===== config.mk =====
export PLATFORM = sky130hd
export DESIGN_NAME = sum_accum
export DESIGN_NICKNAME = d
export VERILOG_FILES = /design/src/rtl/sum_accum_pkg.sv /design/src/rtl/sum_accum_sat_add.sv /design/src/rtl/sum_accum.sv
export SDC_FILE = /design/constraint.sdc
export NUM_CORES = 1
export LEC_CHECK = 0
export ABC_AREA = 1
export ABC_CLOCK_PERIOD_IN_PS = 1800
export CORE_UTILIZATION = 45
export CTS_CLUSTER_SIZE = 40
export DETAILED_ROUTE_END_ITERATION = 8
export PLACE_DENSITY = 0.76
export SLEW_MARGIN = 20
export SYNTH_ARGS = -nofsm -noshare
export SYNTH_HDL_FRONTEND = slang
export SYNTH_HIERARCHICAL = 1
export SYNTH_SLANG_ARGS = --single-unit

===== constraint.sdc =====
create_clock -name clk -period 1.8 [get_ports clk]
set_clock_uncertainty 0.05 [all_clocks]
set_input_delay 0.27 -clock clk [delete_from_list [all_inputs] [get_ports clk]]
set_output_delay 0.27 -clock clk [all_outputs]
set_load 0.01 [all_outputs]

===== src/rtl/sum_accum_pkg.sv =====
// Shared definitions for the sum accumulator.
// - state_t : frame FSM state (ACCUM collects sums, HOLD presents the result)
// - N_DEF/M_DEF/W_DEF : default operand width, sums per frame, result width
package sum_accum_pkg;

  typedef enum logic {
    ACCUM = 1'b0,
    HOLD  = 1'b1
  } state_t;

  localparam int N_DEF = 4;
  localparam int M_DEF = 4;
  localparam int W_DEF = 6;

endpackage


===== src/rtl/sum_accum_sat_add.sv =====
// Combinational signed saturating adder.
// Ports:
//   a, b : signed W-bit addends
//   sum  : a+b clipped to the signed W-bit range
//   clip : 1 when the exact sum did not fit and was clipped
module sat_add
  import sum_accum_pkg::*;
#(
  parameter int W = W_DEF
) (
  input  logic signed [W-1:0] a,
  input  logic signed [W-1:0] b,
  output logic signed [W-1:0] sum,
  output logic                clip
);

  // Overflow of a W+1-bit sum of two sign-extended W-bit values shows up as
  // the top two bits disagreeing; the top bit then gives the true sign.
  function automatic logic clip_w(input logic signed [W:0] x);
    return x[W] != x[W-1];
  endfunction

  function automatic logic signed [W-1:0] sat_w(input logic signed [W:0] x);
    if (clip_w(x))
      return x[W] ? {1'b1, {(W-1){1'b0}}} : {1'b0, {(W-1){1'b1}}};
    return x[W-1:0];
  endfunction

  logic signed [W:0] wide;

  assign wide = (W+1)'(a) + (W+1)'(b);
  assign sum  = sat_w(wide);
  assign clip = clip_w(wide);

endmodule


===== src/rtl/sum_accum.sv =====
// Frame accumulator: sums M signed words from the upstream adder with
// saturation, then presents the frame result until it is handshaked.
// Ports:
//   clk, rst           : rising-edge clock, async active-high reset
//   clr                : synchronous frame abort (drops partial/pending result)
//   S, in_valid        : signed n+1-bit input word and its valid
//   in_ready           : high while collecting (ACCUM)
//   out_data, out_sat  : signed W-bit result and "clipped during frame" flag
//   out_valid          : high while the result is presented (HOLD)
//   out_ready          : downstream accepts the result
module sum_accum
  import sum_accum_pkg::*;
#(
  parameter int n = N_DEF,
  parameter int M = M_DEF,
  parameter int W = W_DEF
) (
  input  logic                clk,
  input  logic                rst,
  input  logic                clr,
  input  logic signed [n:0]   S,
  input  logic                in_valid,
  output logic                in_ready,
  output logic signed [W-1:0] out_data,
  output logic                out_sat,
  output logic                out_valid,
  input  logic                out_ready
);

  localparam int CW = $clog2(M);
  localparam logic [CW-1:0] CNT_LAST = CW'(M - 1);

  state_t              state_p1, state_nx;
  logic signed [W-1:0] acc_p1, acc_nx;
  logic [CW-1:0]       cnt_p1, cnt_nx;
  logic                sat_p1, sat_nx;

  logic signed [W-1:0] s_ext;
  logic signed [W-1:0] add_sum;
  logic                add_clip;

  assign s_ext = W'(S);

  sat_add #(.W(W)) u_sat_add (
    .a    (acc_p1),
    .b    (s_ext),
    .sum  (add_sum),
    .clip (add_clip)
  );

  always_comb begin
    state_nx = state_p1;
    acc_nx   = acc_p1;
    cnt_nx   = cnt_p1;
    sat_nx   = sat_p1;
    if (clr) begin
      // Abort wins over any transfer or handshake on the same edge.
      state_nx = ACCUM;
      acc_nx   = '0;
      cnt_nx   = '0;
      sat_nx   = 1'b0;
    end else if (state_p1 == ACCUM) begin
      if (in_valid) begin
        acc_nx = add_sum;
        sat_nx = sat_p1 | add_clip;
        if (cnt_p1 == CNT_LAST) begin
          // cnt parks at M-1 while the result is held.
          state_nx = HOLD;
        end else begin
          cnt_nx = cnt_p1 + CW'(1);
        end
      end
    end else if (out_ready) begin
      state_nx = ACCUM;
      acc_nx   = '0;
      cnt_nx   = '0;
      sat_nx   = 1'b0;
    end
  end

  // ---- stage p1: frame state register ----
  always_ff @(posedge clk or posedge rst) begin
    if (rst) begin
      state_p1 <= ACCUM;
      acc_p1   <= '0;
      cnt_p1   <= '0;
      sat_p1   <= 1'b0;
    end else begin
      state_p1 <= state_nx;
      acc_p1   <= acc_nx;
      cnt_p1   <= cnt_nx;
      sat_p1   <= sat_nx;
    end
  end

  assign in_ready  = (state_p1 == ACCUM);
  assign out_valid = (state_p1 == HOLD);
  assign out_data  = acc_p1;
  assign out_sat   = sat_p1;

endmodule


## Word-level counts from Yosys, hierarchy flattened

Index checks and enable logic that the tools add are counted.

| operators by class | value |
|---|---|
| add/sub/neg operators | 2 |
| multipliers | 0 |
| divide/modulo/power cells | 0 |
| order comparisons | 0 |
| equal/unequal tests | 4 |
| shift operators | 0 |
| multiplexer cells | 22 |
| bitwise gates (word level) | 2 |
| reductions and logical operators | 3 |

Operators with widths:

| operator | number |
|---|---|
| 2-to-1 mux 6 bit | 7 |
| 2-to-1 mux 1 bit | 10 |
| 2-to-1 mux 2 bit | 5 |
| adder 6 x 5 -> 7 bit | 1 |
| != test 3 bit (second input constant) | 2 |
| AND reduction 3 bit | 1 |
| nonzero test 3 bit | 1 |
| adder 2 x 1 -> 2 bit (second input constant) | 1 |
| equality test 2 bit (second input constant) | 1 |
| AND reduction 2 bit | 1 |
| != test 1 bit | 1 |
| inverter 1 bit | 1 |
| bitwise OR 1 bit | 1 |

| storage, ports and cells | value |
|---|---|
| register bits | 10 |
| latch bits | 0 |
| RAM bits | 0 |
| bits in read-only memories | 0 |
| bits of input ports | 10 |
| memories | 0 |

## Longest topological paths before layout

| depth | value |
|---|---|
| depth after elaboration | 7 |
| mapped depth | 13 |
| depth with buffers taken out | 13 |

## Hierarchy

The synthesis kept the hierarchy.

Modules (own cells, without submodules):

| module | instances | cells each | area an instance (µm²) |
|---|---|---|---|
| sum_accum | 1 | 58 | 550.5 |
| sat_add | 1 | 72 | 371.6 |

## Least setup slack after synthesis

OpenSTA, ideal clock, no wires.

| timing | value |
|---|---|
| kind | register -> register |
| from | reg acc_p1[0], in the netlist out_data[0] |
| to | reg sat_p1, in the netlist out_sat |
| library setup time | 74 ps |
| arrival time | 1,778 ps |
| data required time | 1,676 ps |
| path slack | -102 ps |
| cell stages (with the launch flop) | 13 |
| period minus slack after synthesis | 1,902 ps |
| cell sequence | dfrtp_1 ha_1 inv_1 fa_1 inv_1 nand3_1 nand3_1 nand3_1 nand2_1 inv_1 nand2_1 nand3_1 o21ai_2 |

| on the way | value |
|---|---|
| longest elaborated chain between the ends | 6 |

Ends and longest elaborated chain:

| what | RTL line | RTL |
|---|---|---|
| start, declared | sum_accum.sv:34 | `logic signed [W-1:0] acc_p1, acc_nx;` |
| start signal, assigned | sum_accum.sv:90 | `acc_p1 <= acc_nx;` |
| adder 6 x 5 -> 7 bit | sum_accum_sat_add.sv:31 | `assign wide = (W+1)'(a) + (W+1)'(b);` |
| != test 1 bit | sum_accum_sat_add.sv:20 | `return x[W] != x[W-1];` |
| via add_clip | sum_accum.sv:40 | `logic add_clip;` |
| bitwise OR 1 bit | sum_accum.sv:65 | `sat_nx = sat_p1 \| add_clip;` |
| 2-to-1 mux 1 bit | sum_accum.sv:63 | `if (in_valid) begin` |
| 2-to-1 mux 1 bit | sum_accum.sv:62 | `end else if (state_p1 == ACCUM) begin` |
| 2-to-1 mux 1 bit | sum_accum.sv:56 | `if (clr) begin` |
| end signal, assigned | sum_accum.sv:92 | `sat_p1 <= sat_nx;` |
| end, declared | sum_accum.sv:36 | `logic sat_p1, sat_nx;` |

The timed path passes the listed nets, and every way through them passes these cells. The select of a mux whose other input is x is not followed.
A chain may end at the register's enable or synchronous reset.

## Worst setup path in the final report

| timing | value |
|---|---|
| from | reg acc_p1[0], in the netlist out_data[0] |
| to | reg acc_p1[1], in the netlist out_data[1] |

| on the way | value |
|---|---|
| longest elaborated chain between the ends | 7 |
| elaborated cells between the ends (all ways) | 9 |
| those cells by class | add/sub: 1; eq/ne: 1; mux: 7 |

Ends and longest elaborated chain:

| what | RTL line | RTL |
|---|---|---|
| adder 6 x 5 -> 7 bit (*) | sum_accum_sat_add.sv:31 |  |
| 2-to-1 mux 6 bit or != test 1 bit (tied branches) | sum_accum_sat_add.sv:25, sum_accum_sat_add.sv:20 |  |
| 2-to-1 mux 6 bit or 2-to-1 mux 1 bit (tied branches) | sum_accum_sat_add.sv:24 | `if (clip_w(x))` |
| 2-to-1 mux 6 bit (*) | sum_accum_sat_add.sv:26 | `return x[W-1:0];` |
| via add_sum[1] | sum_accum.sv:39 | `logic signed [W-1:0] add_sum;` |
| 2-to-1 mux 6 bit (*) | sum_accum.sv:63 |  |
| 2-to-1 mux 6 bit (*) | sum_accum.sv:62 |  |
| 2-to-1 mux 6 bit (*) | sum_accum.sv:56 |  |

The timed path passes the listed nets; every way through them passes the cells marked *. The select of a mux whose other input is x is not followed.

==> summary.md <==
| Metric | Value |
|---|---|
| Final GP Congestion | 0.850 |
| Clock buffer count from CTS | 3 |
| Via Count | 925 |
| Clock transition at the registers of the reported paths | 0.06 ns |
| Cell Pwr Density | 1520 mW/mm^2 |
| Global-route wire length before repair | 3.03 mm |
| Final period utilization | 1.01 |
| Dpl hpwl | 1.57 mm |
| Avg Inst Size Synth | 7.09 sq um |
| Crit-path leading delay family | adder cells |
| Initial DRC count | 11 |
| Antenna diodes | 0 |
| Post-Layout Cell Count | about 190 |
| Clk root buf | clkbuf_4 |
| TritonCTS clock tree | done |
| CP Data Arrival Time | 1.97 ns |
| WL final | 2.00 mm |
| Port Buffer Count | 18 |
| Max Fanout on Critical Path | 5 |
| Worst setup path class | reg2reg |
| Hold Vio Cnt, Final | 0 |
| Seq. cell area | 250 sq um |
| CTS Sinks | 10 |
| Avg WL per Cell | 10.4 um |
| Type of origin of the critical path | flop |
| Core Box Area | 0.00194 sq mm |
| Largest net degree at the start of global routing | 15 |
| Violated checks | setup timing |
| Max-Cap Viols | 0 |
| Final TNS setup | -0.0708 ns |
| Netlist Area Pre-Place | ~900 sq um |
| Max Clk Rate | 549 MHz |
| Status | complete, but fails checks |
| Initial Utilization | 0.475 |
| Worst skew pair latency | 0.27 ns |
| Hold_buf cts | 0 |
| Max Root-Sink Buffers | 2 |
| Final Critical Period | 1.82 ns |
| Max stage delay on crit path | 0.39 ns |
| Setup ws final | -0.0217 ns |
| Worst path cell trace | ha_2, inv_2, fa_2, inv_2, nand3_2, nand3_2, nand2_2, nand2_4, nand2_4, nand2_1, nand2_1, o21ai_2 |
| Share of cells above drive strength 1 | 0.333 |
| Area delta synth->final | 47.5% |
| Post-synthesis cell count | between 100 and 150 |
| Yosys warns | 6 |
| GRT Util Overall | 0.193 |
| Drt via density | 4.82 |
| 1st-pass router iterations | 4 |
| Lkg Pwr | 0.753 nW |
| Distinct cells, synth | 18 |
| Synth area leaders | dfrtp_1 (27%), nand2_1 (19%), ha_1 (9.5%) |
| Post-synthesis register bit count | 10 |
| Post-synth top area share | 0.271 |
| Worst EP required | around 2.0 ns |
| I/O pin cnt | 19 |
| Total grt overflow | 0 |
| WP buf/inv | 2 |
| Number of H-tree levels | 1 |
| Die ar. | 0.00223 sq mm |
| Maximum vdd drop | between 0.0009 and 0.001 V |
| Die width | between 40 and 50 um |
| # rows | 16 |
| Slew @ Worst Pin | 0.373 ns |
| Crit path capture type | flop |
| Pre-CTS setup slack | -0.437 ns |
| Die Y | 47.3 um |
| Placed cells | 187 |
| RSZ-0062 raised after global routing | yes |
| Layout fillers | around 170 |
| Slowest-stage cell, CP | dfrtp_1 |
| Final setup fails | 5 |
| Max-slew violations | 0 |
| Net count after synthesis | about 150 |
| DRC | 0 |
| Yosys top cell by area | dfrtp_1 |
| Seq/Total Area, Yosys | 0.271 |
| Final antenna-violating net count | 0 |
| Area taken by multi-input logic gates | roughly 670 sq um |
| Max_slew headroom | 0.751 |
| Vias in the first global route | 740 |
| Nets@finish | 185 |
| Initial antenna violation count | 0 |
| Tightest Hold Check Type | in2async |
-- cell usage after synthesis --
cell type / number
nand2_1: 47
inv_1: 23
nand3_1: 14
dfrtp_1: 10
ha_1: 7
o21ai_2: 7
nand2_4: 5
nor2_1: 4
nand4_1: 3
a21oi_1: 2
buf_12: 1
fa_1: 1
nand2_2: 1
nand3_2: 1
nor2_4: 1
o21ai_0: 1
xnor2_1: 1
xor2_1: 1
-- sequential cells by signal, indices dropped and copies added, names as in the netlist --
register   cells
out_data       6
out_sat        1
cnt_p1         2
out_valid      1
-- metrics by stage --
step,instance area [sq um],utilization,hold slack [ns],total power [W]
2_1_floorplan,942,-,0.0602,0.00120
3_3_place_gp,1230,0.635,0.421,0.00168
3_5_place_dp,1230,0.635,0.437,0.00170
4_1_cts,1290,0.662,0.232,0.00193
5_1_grt,1360,0.700,0.280,0.00226
6_report,1360,0.700,0.220,0.00206
-- worst paths after layout --
path | start | slack [ns] | endpoint | depth (start not counted)
setup / recovery | out_data[0] | -0.02 | out_data[1] | 12
hold / removal | rst | 0.22 | out_data[2] | 2
setup reg to reg | out_data[0] | -0.02 | out_data[1] | 12
hold reg to reg | out_sat | 0.46 | out_sat | 2
max in group asynchronous | rst | 1.21 | out_data[3] | 2
min in group clk | out_sat | 0.46 | out_sat | 2
-- per-layer routing --
metal,share of wire,wire length (um),vias up,GRT usage
li1,-,-,483,-
met1,0.46,925,413,0.260
met2,0.48,956,24,0.304
met3,0.051,103,5,0.0654
met4,0.0095,19,0,0.0286
met5,0,0,-,0
-- placed cells by master (no fill, tap or decap), types with 3 or more instances in the layout --
master,count
buf_4,14
clkbuf_4,3
clkdlybuf4s50_1,16
dfrtp_1,10
ha_1,3
ha_4,3
inv_1,19
inv_2,4
nand2_1,39
nand2_2,7
nand2_4,7
nand3_1,10
nand3_2,4
nand4_1,3
nor2_1,4
o21ai_2,7
-- cell type report --
| cell class | instances | area share |
|---|---|---|
| clock buffers | 3 | 0.0166 |
| inverters | 23 | 0.0635 |
| multi-input cells | 96 | 0.492 |
| flip-flops and latches | 10 | 0.184 |
| well taps | 27 | 0.0248 |
| repair buffers | 33 | 0.219 |
-- kinds of logic after synthesis --
logic type | synth area share
AND/OR/NAND/NOR | 0.395
buffers and inverters | 0.115
AO/OA/AOI/OAI | 0.0828
flip-flops | 0.271
adder cells (fa/ha/maj) | 0.117
XOR/XNOR | 0.0190
-- worst register-to-register path: cells and delay by family (launching register included) --
kind | cells | cell delay, ns
fa+ha+maj | 2 | 0.56
simple gates | 7 | 0.55
flops | 1 | 0.39
compound gates | 1 | 0.11
buf+inv | 2 | 0.11
-- repair_timing --
item | 4_1_cts | 5_1_grt
endpoints found under the hold margin | 0 | 0
gates resized for setup | 11 | 11
setup endpoints to repair | 7 | 7
buffers inserted | 0 | 2
pin swaps | 17 | 4
-- where the power goes --
group	switching, W	internal (W)	total, W
Clock	0.0000745	0.0000772	0.000152
Combinational	0.000761	0.000760	0.00152
Sequential	0.0000814	0.000309	0.000391
No activity file was read; power rests on OpenSTA's default activity.
